**src/rtl/tmr_mismatch_monitor_pkg.sv**
```systemverilog
// tmr_mismatch_monitor_pkg: shared FSM encoding and parameter defaults for the TMR monitor
package tmr_mismatch_monitor_pkg;

    localparam int DEF_WIDTH  = 1;
    localparam int DEF_CNT_W  = 8;
    localparam int DEF_THRESH = 4;

    typedef enum logic [1:0] {
        stOk       = 2'd0,
        stMismatch = 2'd1,
        stAlarm    = 2'd2
    } tmrState_e;

endpackage

```
**src/rtl/tmr_mismatch_detect.sv**
```systemverilog
// tmr_mismatch_detect: combinational majority vote, disagreement flag and per-copy source flags
module tmr_mismatch_detect #(
    parameter int WIDTH = 1
) (
    input  logic [WIDTH-1:0] inA,
    input  logic [WIDTH-1:0] inB,
    input  logic [WIDTH-1:0] inC,
    output logic [WIDTH-1:0] maj,
    output logic             mis,
    output logic [2:0]       src
);

    assign maj = (inA & inB) | (inA & inC) | (inB & inC);
    assign mis = |((inA ^ inB) | (inA ^ inC));
    assign src = {|(inC ^ maj), |(inB ^ maj), |(inA ^ maj)};

endmodule

```
**src/rtl/tmr_mismatch_monitor.sv**
```systemverilog
// tmr_mismatch_monitor: votes a triplicated register, counts mismatch events and raises an alarm
module tmr_mismatch_monitor
    import tmr_mismatch_monitor_pkg::*;
#(
    parameter int WIDTH  = DEF_WIDTH,
    parameter int CNT_W  = DEF_CNT_W,
    parameter int THRESH = DEF_THRESH
) (
    input  logic             clk,
    input  logic             rst,
    input  logic [WIDTH-1:0] inA,
    input  logic [WIDTH-1:0] inB,
    input  logic [WIDTH-1:0] inC,
    output logic [WIDTH-1:0] voted,
    output logic             err,
    output logic [2:0]       errSrc,
    output logic [CNT_W-1:0] errCnt,
    output logic             alarm,
    input  logic             clrReq,
    output logic             clrAck
);

    logic [WIDTH-1:0] maj;
    logic             mis;
    logic [2:0]       src;
    logic             prevMis;
    logic             evt;
    logic             clrTake;
    logic [CNT_W-1:0] cntNext;
    logic [2:0]       srcNext;
    tmrState_e        stateQ;
    tmrState_e        stateD;

    tmr_mismatch_detect #(.WIDTH(WIDTH)) uDetect (
        .inA(inA),
        .inB(inB),
        .inC(inC),
        .maj(maj),
        .mis(mis),
        .src(src)
    );

    // a persistent mismatch is one event; a clear is ignored while its ack is still out
    assign evt     = mis & ~prevMis;
    assign clrTake = clrReq & ~clrAck;
    assign alarm   = (stateQ == stAlarm);

    // next count, source flags and state; a clear wins but keeps a coincident event
    always_comb begin
        cntNext = clrTake ? (evt ? CNT_W'(1) : '0) : ((evt && errCnt != '1) ? errCnt + 1'b1 : errCnt);
        srcNext = clrTake ? (evt ? src : 3'b000) : (errSrc | src);
        stateD  = clrTake ? (evt ? stMismatch : stOk) :
                  (stateQ == stAlarm || cntNext >= CNT_W'(THRESH)) ? stAlarm :
                  (stateQ == stOk) ? (evt ? stMismatch : stOk) :
                  (mis ? stMismatch : stOk);
    end

    // all registered outputs and state, cleared asynchronously
    always_ff @(posedge clk or posedge rst) begin
        if (rst) begin
            voted   <= '0;
            err     <= 1'b0;
            errSrc  <= 3'b000;
            errCnt  <= '0;
            clrAck  <= 1'b0;
            stateQ  <= stOk;
            prevMis <= 1'b0;
        end else begin
            voted   <= maj;
            err     <= evt;
            errSrc  <= srcNext;
            errCnt  <= cntNext;
            clrAck  <= clrTake;
            stateQ  <= stateD;
            prevMis <= mis;
        end
    end

endmodule

```
**config.mk**
```make
export PLATFORM = sky130hd
export DESIGN_NAME = tmr_mismatch_monitor
export DESIGN_NICKNAME = d
export VERILOG_FILES = /design/src/rtl/tmr_mismatch_monitor_pkg.sv /design/src/rtl/tmr_mismatch_detect.sv /design/src/rtl/tmr_mismatch_monitor.sv
export SDC_FILE = /design/constraint.sdc
export NUM_CORES = 1
export LEC_CHECK = 0
export ABC_AREA = 1
export BUFFER_PORTS_ARGS = -buffer_cell sky130_fd_sc_hd__clkbuf_2
export CAP_MARGIN = 20
export CORE_MARGIN = 2
export CORE_UTILIZATION = 50
export CTS_BUF_LIST = sky130_fd_sc_hd__clkbuf_8 sky130_fd_sc_hd__clkbuf_16
export DETAILED_ROUTE_END_ITERATION = 12
export GPL_TIMING_DRIVEN = 0
export PLACE_DENSITY = 0.74
export SLEW_MARGIN = 20
export SYNTH_ARGS = -nofsm -noshare
export SYNTH_HDL_FRONTEND = slang
export SYNTH_SLANG_ARGS = --single-unit
export TNS_END_PERCENT = 100
```
**constraint.sdc**
```tcl
create_clock -name clk -period 1.9 [get_ports clk]
set_input_delay 0.57 -clock clk [delete_from_list [all_inputs] [get_ports clk]]
set_output_delay 0.57 -clock clk [all_outputs]
set_load 0.05 [all_outputs]
```
==> flow_metrics.env <==
export IMPL_initial_core_util_pct=52.0
export IMPL_drt_wirelength_per_cell_um=10.4
export IMPL_htree_levels=1
export IMPL_worstMarginPinSlew_ps=614
export IMPL_cts_tree="built"
export IMPL_postCtsHoldBufs=0
export IMPL_slew_violations=0
export IMPL_startpoint_type="input pin"
export IMPL_arrival_ps=1940
export IMPL_coreArea_um2=1920
export IMPL_row_count=16
export IMPL_p_leak_nw=0.694
export IMPL_worstSetupPathType="in2reg"
export IMPL_die_x_um=48.7
export IMPL_place_congestion=0.814
export IMPL_grt_use_total_pct=18.0
export IMPL_p_per_area_nw_per_um2=797
export IMPL_relSlewSlack_pct=59.0
export IMPL_gr_total_overflow=0
export IMPL_timing_rr_start="errCnt[0]"
export IMPL_status="completed"
export IMPL_hold_path_class="in2async"
export IMPL_detail_route_antenna_nets=0
export IMPL_dieArea_um2=2370
export IMPL_cap_violations=0
export IMPL_syn2layout_area_growth_pct=21.7
export IMPL_portBuffers=20
export IMPL_die_height_um=48.7
export IMPL_grt_max_degree=18
export IMPL_nNetsFinal=161
export IMPL_clk_pin_slew_ps=60
export IMPL_grt_antenna_before_repair=0
export IMPL_clockBufferDepth=2
export IMPL_synth_avg_cell_area_um2=7.93
export IMPL_rsz0062_at_grt="no"
export IMPL_crit_required_ps=2090
export IMPL_cts_buffers=3
export IMPL_grt_pass1_vias=801
export IMPL_ys_warnings_count=0
export IMPL_grt_pass1_wl_um=3370
export IMPL_root_buffer="clkbuf_8"
export IMPL_drive_gt1_share_pct=27.8
export IMPL_dp_hpwl_um=1400
export IMPL_path_max_fanout=7
export IMPL_clock_sinks=17
export IMPL_cp_end_kind="flip-flop"
export IMPL_setup_viol=0
export IMPL_hold_viol=0
export IMPL_syn_num_nets=135
export IMPL_setup_worst_path_start="inA"
export IMPL_clock_latency_ps=250
export IMPL_fin_crit_ps=1760
export IMPL_finalWirelength_um=1850
export IMPL_clock_skew_ps=3.92
export IMPL_drc_errors=0
export IMPL_via_per_inst=4.93
export IMPL_drtIter0Drc=22
export IMPL_ys_ff_latch=17
export IMPL_ys_seq_area_share_pct=42.6
export IMPL_timing_final_crit_share_pct=92.4
export IMPL_synth_distinct_cells=23
export IMPL_max_freq_mhz=569
export IMPL_first_pass_iters=4
export IMPL_final_util_pct=63.3
export IMPL_diodes=0
export IMPL_synthCells=126
export IMPL_ir_worst_vdd_mv=0.548
export IMPL_fin_hold_ws_ps=368
export IMPL_synth_area_um2=1000
export IMPL_ioPinCount=21
export IMPL_routed_via_count=877
-- cells in the mapped netlist --
cell       number  area, um^2
nand2_2         4        25.0
nor2_1         13        48.8
clkinv_1        1        3.75
dfrtp_1        17         425
o21ai_1         1        5.00
buf_6           1        11.3
o31ai_1         1        7.51
nand4_1         4        25.0
o21ai_0         2        10.0
ha_1            3        37.5
a21oi_1         3        15.0
nand3_1        12        60.1
o2bb2ai_1       1        8.76
nor3_1          3        15.0
xor2_1          2        17.5
nor2_4          4        45.0
nand2_1        20        75.1
nand2_4         2        22.5
nor2_2          4        25.0
xnor2_1         1        8.76
buf_4           1        7.51
o22ai_1         1        6.26
inv_1          25        93.8
-- state kept, by name, indices dropped and copies added (netlist names) --
signal and cells:
errSrc 3, voted 1, errCnt 8, prevMis 1, stateQ 2, clrAck 1, err 1
-- where the power goes --
part,internal (mW),leakage (nW),total [mW],switching [mW]
clock network,0.143,0.0269,0.254,0.111
registers,0.399,0.219,0.428,0.0291
logic,0.0830,0.448,0.286,0.203
-- cell usage in the layout (no fill, tap or decap), drive strengths merged --
master | synthesis | routed
inv | 25 | 26
nand2 | 26 | 26
clkbuf | 0 | 23
nor2 | 21 | 21
dfrtp | 17 | 17
nand3 | 12 | 12
nand4 | 4 | 4
nor3 | 3 | 3
a21oi | 3 | 3
buf | 2 | 3
o21ai | 3 | 3
ha | 3 | 3
xor2 | 2 | 2
clkinv | 1 | 1
o31ai | 1 | 1
xnor2 | 1 | 1
o2bb2ai | 1 | 1
o22ai | 1 | 1
-- worst max-delay path, stage by stage --
cell	delay (ps)
clkbuf_2	150
ha_4	300
nor2_4	50
nor2_4	170
buf_6	150
nand4_1	100
nand3_1	120
nand2_1	80
nor2_2	110
nand3_1	80
nand2_1	70
-- per-layer routing --
| layer | wire length [um] | track usage [%] |
|---|---|---|
| met5 | 0 | 0 |
| met1 | 875 | 24.8 |
| met4 | 34 | 6.67 |
| met2 | 841 | 29.7 |
| met3 | 101 | 1.54 |
-- kinds of logic after synthesis --
family	synth area share [%]
XOR/XNOR	2.63
flip-flops	42.6
buffers and inverters	11.6
AO/OA/AOI/OAI	5.26
AND/OR/NAND/NOR	34.2
adder cells (fa/ha/maj)	3.76
-- path summary, 6_finish.rpt --
| check | slack (ps) | end | depth (start not counted) |
|---|---|---|---|
| max in group asynchronous | 1130 | voted | 2 |
| hold reg to reg | 490 | clrAck | 1 |
| hold / removal | 370 | stateQ[0] | 2 |
| setup reg to reg | 280 | stateQ[0] | 11 |
| setup / recovery | 140 | stateQ[0] | 11 |
| min in group clk | 490 | clrAck | 1 |
-- stage by stage --
stage | area [um^2] | setup TNS (ps) | power (mW) | setup WS, ps | instances
after floorplan | 1000 | 0 | 0.647 | 64.0 | 126
after global placement | 1130 | -274 | 0.704 | -138 | 173
after detailed placement | 1130 | -257 | 0.710 | -134 | 173
after CTS | 1180 | 0 | 0.963 | 96.6 | 177
after global routing | 1220 | 0 | 1.02 | 21.9 | 178
final | 1220 | 0 | 0.969 | 144 | 178
-- what timing repair did --
action	CTS	global route
setup buffers	0	1
gates resized for setup	0	3
endpoints found under the hold margin	0	0
setup endpoints to repair	0	2
-- area by class of cell --
type / count / area (um^2)
inverters: 26 / 97.6
multi-input cells: 81 / 488
well taps: 27 / 33.8
fillers: 173 / 706
repair buffers: 21 / 108
plain buffers: 2 / 18.8
clock inverters: 1 / 3.75
clock buffers: 3 / 41.3
flip-flops and latches: 17 / 425
Power figures use the tool's default switching activity.
